$ cat src/rtl/cam_rgb565_capture.sv
// Camera byte-stream to RGB565 pixel capture.
// Pairs bytes inside HREF into 16-bit pixels, tracks pixel column/row, and
// flags frames whose geometry does not match H_PIXELS x V_LINES.
module cam_rgb565_capture #(
    parameter int H_PIXELS = 480,
    parameter int V_LINES  = 272,
    parameter bit HI_FIRST = 1'b1
) (
    input  logic        PixelClk,
    input  logic        reset,
    input  logic [7:0]  pixdata,
    input  logic        hsync,
    input  logic        vsync,
    output logic [15:0] pix_data,
    output logic        pix_valid,
    output logic        pix_sof,
    output logic        pix_eol,
    output logic [10:0] x_cnt,
    output logic [9:0]  y_cnt,
    output logic        frame_done,
    output logic        frame_err
);

    // Counters saturate one step past the legal size so that an over-long
    // line or frame stays distinguishable from an exactly-sized one.
    localparam logic [10:0] H_LAST = 11'(H_PIXELS - 1);
    localparam logic [10:0] H_END  = 11'(H_PIXELS);
    localparam logic [10:0] H_OVF  = 11'(H_PIXELS + 1);
    localparam logic [10:0] V_END  = 11'(V_LINES);
    localparam logic [10:0] V_OVF  = 11'(V_LINES + 1);

    typedef enum logic [1:0] {
        SYNC      = 2'd0,
        VBLANK    = 2'd1,
        WAIT_HREF = 2'd2,
        CAPTURE   = 2'd3
    } state_t;

    state_t      state_q, state_d;
    logic        phase_q, phase_d;
    logic [7:0]  held_q, held_d;
    logic [10:0] col_q, col_d;
    logic [10:0] row_q, row_d;
    logic [15:0] pix_data_q, pix_data_d;
    logic        pix_valid_q, pix_valid_d;
    logic        sof_q, sof_d;
    logic        eol_q, eol_d;
    logic [10:0] x_q, x_d;
    logic [9:0]  y_q, y_d;
    logic        done_q, done_d;
    logic        err_q, err_d;
    logic        err_set;

    // Next-state, byte pairing, counting and error detection.
    always_comb begin
        state_d     = state_q;
        phase_d     = phase_q;
        held_d      = held_q;
        col_d       = col_q;
        row_d       = row_q;
        pix_data_d  = pix_data_q;
        pix_valid_d = 1'b0;
        sof_d       = 1'b0;
        eol_d       = 1'b0;
        x_d         = x_q;
        y_d         = y_q;
        done_d      = 1'b0;
        err_d       = err_q;
        err_set     = 1'b0;

        case (state_q)
            SYNC: begin
                phase_d = 1'b0;
                if (vsync) begin
                    state_d = VBLANK;
                end
            end
            VBLANK: begin
                phase_d = 1'b0;
                row_d   = '0;
                if (!vsync) begin
                    state_d = WAIT_HREF;
                    err_d   = 1'b0;
                end
            end
            WAIT_HREF, CAPTURE: begin
                if (vsync) begin
                    // Frame boundary; a line still in HREF is abandoned.
                    state_d = VBLANK;
                    phase_d = 1'b0;
                    done_d  = 1'b1;
                    if (hsync || (row_q != V_END)) begin
                        err_set = 1'b1;
                    end
                end else if (hsync) begin
                    state_d = CAPTURE;
                    if (state_q == WAIT_HREF) begin
                        col_d   = '0;
                        held_d  = pixdata;
                        phase_d = 1'b1;
                    end else if (!phase_q) begin
                        held_d  = pixdata;
                        phase_d = 1'b1;
                    end else begin
                        phase_d = 1'b0;
                        if ((col_q < H_END) && (row_q < V_END)) begin
                            pix_valid_d = 1'b1;
                            pix_data_d  = HI_FIRST ? {held_q, pixdata} : {pixdata, held_q};
                            x_d         = col_q;
                            y_d         = row_q[9:0];
                            sof_d       = (col_q == 11'd0) && (row_q == 11'd0);
                            eol_d       = (col_q == H_LAST);
                        end
                        if (col_q != H_OVF) begin
                            col_d = col_q + 11'd1;
                        end
                    end
                end else if (state_q == CAPTURE) begin
                    // End of line: a dangling byte or wrong width is malformed.
                    state_d = WAIT_HREF;
                    phase_d = 1'b0;
                    if (phase_q || (col_q != H_END)) begin
                        err_set = 1'b1;
                    end
                    if (row_q != V_OVF) begin
                        row_d = row_q + 11'd1;
                    end
                end
            end
            default: begin
                state_d = SYNC;
                phase_d = 1'b0;
            end
        endcase

        if (err_set) begin
            err_d = 1'b1;
        end
    end

    // State and output registers; reset clears everything including held byte.
    always_ff @(posedge PixelClk) begin
        if (reset) begin
            state_q     <= SYNC;
            phase_q     <= 1'b0;
            held_q      <= '0;
            col_q       <= '0;
            row_q       <= '0;
            pix_data_q  <= '0;
            pix_valid_q <= 1'b0;
            sof_q       <= 1'b0;
            eol_q       <= 1'b0;
            x_q         <= '0;
            y_q         <= '0;
            done_q      <= 1'b0;
            err_q       <= 1'b0;
        end else begin
            state_q     <= state_d;
            phase_q     <= phase_d;
            held_q      <= held_d;
            col_q       <= col_d;
            row_q       <= row_d;
            pix_data_q  <= pix_data_d;
            pix_valid_q <= pix_valid_d;
            sof_q       <= sof_d;
            eol_q       <= eol_d;
            x_q         <= x_d;
            y_q         <= y_d;
            done_q      <= done_d;
            err_q       <= err_d;
        end
    end

    assign pix_data   = pix_data_q;
    assign pix_valid  = pix_valid_q;
    assign pix_sof    = sof_q;
    assign pix_eol    = eol_q;
    assign x_cnt      = x_q;
    assign y_cnt      = y_q;
    assign frame_done = done_q;
    assign frame_err  = err_q;

endmodule

$ cat config.mk
export PLATFORM = sky130hd
export DESIGN_NAME = cam_rgb565_capture
export DESIGN_NICKNAME = d
export VERILOG_FILES = /design/src/rtl/cam_rgb565_capture.sv
export SDC_FILE = /design/constraint.sdc
export NUM_CORES = 1
export LEC_CHECK = 0
export ABC_AREA = 1
export BUFFER_PORTS_ARGS = -buffer_cell sky130_fd_sc_hd__buf_2
export CAP_MARGIN = 15
export CORE_MARGIN = 3
export CORE_UTILIZATION = 41
export CTS_BUF_LIST = sky130_fd_sc_hd__clkbuf_4 sky130_fd_sc_hd__clkbuf_8
export CTS_CLUSTER_SIZE = 16
export DETAILED_ROUTE_END_ITERATION = 8
export PLACE_DENSITY = 0.62
export SLEW_MARGIN = 20
export SYNTH_ARGS = -nofsm -noshare
export SYNTH_HDL_FRONTEND = slang
export SYNTH_SLANG_ARGS = --single-unit
$ cat constraint.sdc
create_clock -name PixelClk -period 4.2 [get_ports PixelClk]
set_clock_uncertainty 0.1 [all_clocks]
set_input_delay 0.21 -clock PixelClk [delete_from_list [all_inputs] [get_ports PixelClk]]
set_output_delay 0.21 -clock PixelClk [all_outputs]
set_load 0.05 [all_outputs]
==> results of run 1 <==
## power breakdown
part           switching (mW)  internal [mW]  leakage (nW)
clock                   0.284          0.338         0.106
sequential            0.00253          0.714         0.604
combinational          0.0354         0.0160          1.13
## repair_timing
action	in CTS	in global routing
endpoints found under the setup margin	0	0
hold endpoints to repair	7	0
hold buffers	7	0
## layout by cell type (no fill, tap or decap), types with 2 or more instances in the layout
cell type	Yosys	layout
nor2_1	127	127
dfxtp_1	75	75
nand2_1	65	65
buf_2	4	53
inv_1	42	41
o21ai_1	30	30
nand3_1	29	29
a21oi_1	17	17
o21ai_0	16	16
clkbuf_8	0	9
nand4_1	8	8
dlygate4sd3_1	0	7
nor3_1	6	6
ha_1	6	6
nor3b_1	3	3
inv_2	1	2
nor2_2	2	2
nand2_2	2	2
nor4_1	2	2
bufinv_16	0	2
clkinvlp_4	0	2
clkinv_4	0	2
## logic make-up (layout without fill, tap and decap cells)
| group | after synthesis | after routing | share of synthesized area |
|---|---|---|---|
| AND/OR/NAND/NOR | 249 | 249 | 0.327 |
| flip-flops | 75 | 75 | 0.459 |
| AO/OA/AOI/OAI | 65 | 65 | 0.101 |
| buffers and inverters | 61 | 120 | 0.0872 |
| adder cells (fa/ha/maj) | 6 | 6 | 0.0229 |
| XOR/XNOR | 1 | 1 | 0.00268 |
## layer usage
layer  vias to the layer above  part of all wire  wire, um
met2                        72              0.43      3410
met4                         0             0.016       123
met3                        11             0.058       459
met5                         -                 0         0
met1                      1361              0.49      3890
li1                       1568                 -         -
## worst max path at each step
stage               endpoint  slack (ns)
finish              y_cnt[7]        2.06
global route        y_cnt[8]        1.84
CTS                 y_cnt[8]        2.02
detailed placement  y_cnt[8]        2.06
global placement    y_cnt[8]        2.06
floorplan           col_q[9]        2.65
## worst min-delay path, cell delays in order
cell and delay (ns):
buf_2 0.11, nor2_1 0.05, nor2_1 0.08
## cell type report
class                           count  area (sq um)  area share
Clock buffer                        9           124      0.0323
Clock inverter                      7           101      0.0264
Inverter                           44           168      0.0437
Multi-Input combinational cell    321          1490       0.387
Sequential cell                    75          1500       0.391
Tap cell                           99           124      0.0323
Timing Repair Buffer               60           335      0.0873
## per-stage QoR
stage,instance area (sq um),util,hold WS (ns)
CTS,3840,0.513,0.0130
global route,3840,0.513,0.0466
global placement,3540,0.474,0.346
detailed placement,3540,0.474,0.347
floorplan,3270,-,0.188
finish,3840,0.513,0.0279
## registers in the layout (all words and copies together) (netlist names)
register	count
pix_data	16
col_q	11
row_q	11
x_cnt	11
y_cnt	10
held_q	8
state_q	2
frame_done	1
frame_err	1
phase_q	1
pix_eol	1
pix_sof	1
pix_valid	1
==> reports/metrics.csv, run 1 <==
metric;value;unit
clkSinkCount;75;
ys_top_cells_by_count;nor2_1, dfxtp_1, nand2_1;
start_util;0.437;
total_power;1.39;mW
setup_viol;0;
crit_family;simple AND/OR/NAND/NOR gates;
ys_top_cells_by_area;dfxtp_1, nor2_1, nand2_1, inv_1, o21ai_1;
worst_pin_slew;0.710;ns
row_count;31;
clk_root_buffer_cell;clkbuf_8;
worst-path-stages;8;
path_max_fanout;37;
place_ws;2.06;ns
placed_cells;592;
whs_path_depth;3;
port_buffers;53;
grt_use_met3;0.0474;
syn_inst;457;
final_nets;529;
first_iter_violations;178;
synth_edf_count;0;
ys_seq_area_frac;0.459;
synth_top_area_cell;dfxtp_1;
ys.flop_type;dfxtp_1;
syn-num-nets;475;
synth_top_area_frac;0.459;
routedWlPerCell;12.8;um
max_stage_delay;0.46;ns
fin_crit;2.14;ns
antenna_found_initial;0;
worstReg2RegStart;state_q[1];
diodes;0;
wl;7.88;mm
reg2reg_to;y_cnt[7];
fmax;467;MHz
fp.dieArea;0.00909;sq mm
regToRegSetupSlack;2.06;ns
grt_max_degree;48;
crit_slowest_cell;nor2_8;
drc;0;
cp-startpoint;state_q[1];
numCtsBuffers;9;
clkTransAtPathRegs;0.09;ns
yosys_warnings;0;
syn_area;0.00327;sq mm
path_buf_inv;2;
critPathKind;register to register;
hold_path_class;input port to register;
avgSynthCellArea;7.16;sq um
maxSlewHeadroom;0.526;
clk_latency;0.35;ns
drt_first_pass_iters;4;
cts_resized;0;
start_kind;register;
grt_busiest_layer;met2;
slew_viol_final;0;
tns;0;ns
htree_levels;3;
p_per_area;362;mW/mm^2
fill_cells;745;
grt_setup_unrepaired;no;
hold_viol_final;0;
area_growth;17.3;%
synth_cell_types;29;
grt.overflow.total;0;
met1_usage;0.245;
cp.required;4.34;ns
hpwlAfterDp;5.19;mm
fp.dieW;95.4;um
hold_end;pix_data[5];
cts_tree;yes;
grtUsageMet2;0.286;
setup_slack;2.06;ns
async_reset_ff_frac;0;
min_from;pixdata[5];
endpoint_kind;register;
ir_drop;0.000201;V
io_pins;54;
rr_worst_depth;8;
grt_usage;0.186;
grt_pass1_vias;2869;
fin_crit_sh;0.509;
p_leak;1.84;nW
die_y;95.4;um
antenna_left;0;
core;0.00749;sq mm
maxCapViolCount;0;
via_per_inst;4.90;
final_cells;615;
drive_gt1_frac;0.157;
cts_buffer_depth;2;
grt_pass1_wl;13.2;mm
outcome;completed;
critPathArrivalTime;2.28;ns
synth_seq_cells;75;
cts_setup_buffers;0;
crit_chain;inv_2, nor2_2, nor2_2, nand4_4, nor2_8, inv_4, nor2_1, nor2_1;
synth_most_common_cell;nor2_1;
globalplace.congestion;0.833;
vias;3012;
No activity file was read; power rests on OpenSTA's default activity.
==> run 2: changes to the inputs <==
Settings changed: PLACE_DENSITY 0.62 to 0.64.
Clock period 4.2 ns to 1.7 ns, I/O delays scaled along.
==> run 2 against run 1 <==
  * Core utilization up 4.0 points
  * First-iteration DRC count up 7.9%
  * Sequential share of layout area down 2.6 points
  * Final cell count up 5.4%
  * Sequential power up 150%
  * Fmax up 35%
==> reports/metrics.csv, run 2 (same netlist as run 1, synthesis figures left out) <==
metric;value;unit
outcome;completed;
cp.required;1.85;ns
antenna_found_initial;0;
die_y;95.4;um
area_growth;26.4;%
met1_usage;0.246;
total_power;3.44;mW
hold_path_class;input port to register;
critPathArrivalTime;1.73;ns
grtUsageMet2;0.293;
crit_family;simple AND/OR/NAND/NOR gates;
final_common_cell;nor2_1;
final_nets;562;
p_leak;2.02;nW
whs;0.0176;ns
start_kind;register;
crit_top_cell;nor2_1;
wl;7.91;mm
routedWlPerCell;12.2;um
clk_root_buffer_cell;clkbuf_8;
worstReg2RegStart;row_q[9];
p_per_area;831;mW/mm^2
max_stage_delay;0.31;ns
diodes;0;
rr_worst_depth;8;
maxSlewHeadroom;0.759;
fp.dieW;95.4;um
crit_slowest_cell;dfxtp_1;
path_max_fanout;10;
via_per_inst;4.79;
grt_use_met3;0.0631;
regToRegSetupSlack;0.12;ns
hold_viol_final;0;
endpoint_kind;register;
critPathKind;register to register;
worst_pin_slew;0.361;ns
ir_drop;0.000723;V
drive_gt1_frac;0.224;
hold_end;col_q[0];
row_count;31;
fp.dieArea;0.00909;sq mm
fmax;632;MHz
antenna_left;0;
crit_chain;inv_1, nand2_1, nor2_1, and3_4, nor2_8, buf_4, o21ai_0, nor2_1;
hpwlAfterDp;5.71;mm
io_pins;54;
grt_pass1_wl;13.4;mm
clkSinkCount;75;
clkTransAtPathRegs;0.08;ns
first_iter_violations;192;
grt_max_degree;35;
fin_crit_sh;0.930;
setup_slack;0.119;ns
fin_crit;1.58;ns
placed_cell_area;0.00379;sq mm
largest_register_ffs;16;
core;0.00749;sq mm
maxCapViolCount;0;
fin_util;0.553;
cts_setup_buffers;0;
cts_tree;yes;
numCtsBuffers;9;
drc;0;
stdcell_area;0.00414;sq mm
final_cell_mix;nor2_1, dfxtp_1, nand2_1;
htree_levels;3;
slew_viol_final;0;
path_buf_inv;2;
reg2reg_to;x_cnt[3];
start_util;0.437;
grt.overflow.total;0;
vias;3105;
cts_buffer_depth;2;
globalplace.congestion;0.823;
port_buffers;53;
drt_first_pass_iters;4;
clk_latency;0.35;ns
place_ws;0.0467;ns
grt_pass1_vias;2881;
setup_viol;0;
grt_busiest_layer;met2;
grt_usage;0.187;
fill_cells;741;
whs_path_depth;2;
min_from;reset;
run 2: per-stage QoR:
step	TNS, ns	cells
6_report	0	648
5_1_grt	-0.136	648
4_1_cts	0	648
3_5_place_dp	0	623
3_3_place_gp	0	623
2_1_floorplan	0	457
run 2: what timing repair did:
item	4_1_cts	5_1_grt
setup endpoints to repair	0	60
resized for setup	0	16
hold buffers	9	0
endpoints found under the hold margin	17	0
run 2: layout make-up:
type                    instances  area [sq um]  share of cell area
clock buffers                  10           131              0.0318
clock inverters                 6          90.1              0.0218
inverters                      44           168              0.0405
multi-input cells             321          1510               0.364
flip-flops and latches         75          1510               0.365
well taps                      99           124              0.0299
repair buffers                 93           608               0.147
run 2: worst max-delay path by stage:
stage / from / end / cells after the start
5_1_grt: col_q[1] / col_q[7] / 11
3_3_place_gp: state_q[1] / x_cnt[8] / 8
3_5_place_dp: state_q[1] / pix_data[11] / 7
6_report: row_q[9] / x_cnt[3] / 8
4_1_cts: state_q[1] / pix_data[11] / 7
2_1_floorplan: col_q[0] / col_q[9] / 10
run 2: report_power, final:
group	switching (mW)	total, mW	internal, mW
clock network	0.675	1.52	0.845
registers	0.00604	1.77	1.76
logic	0.0914	0.153	0.0614
total	0.772	3.44	2.67
run 2: per-layer routing:
| metal | part of all wire | wire length [um] | up-vias |
|---|---|---|---|
| met5 | 0 | 0 | - |
| met4 | 0.017 | 134 | 0 |
| met3 | 0.059 | 463 | 15 |
| met2 | 0.45 | 3540 | 64 |
| met1 | 0.48 | 3780 | 1398 |
| li1 | - | - | 1628 |
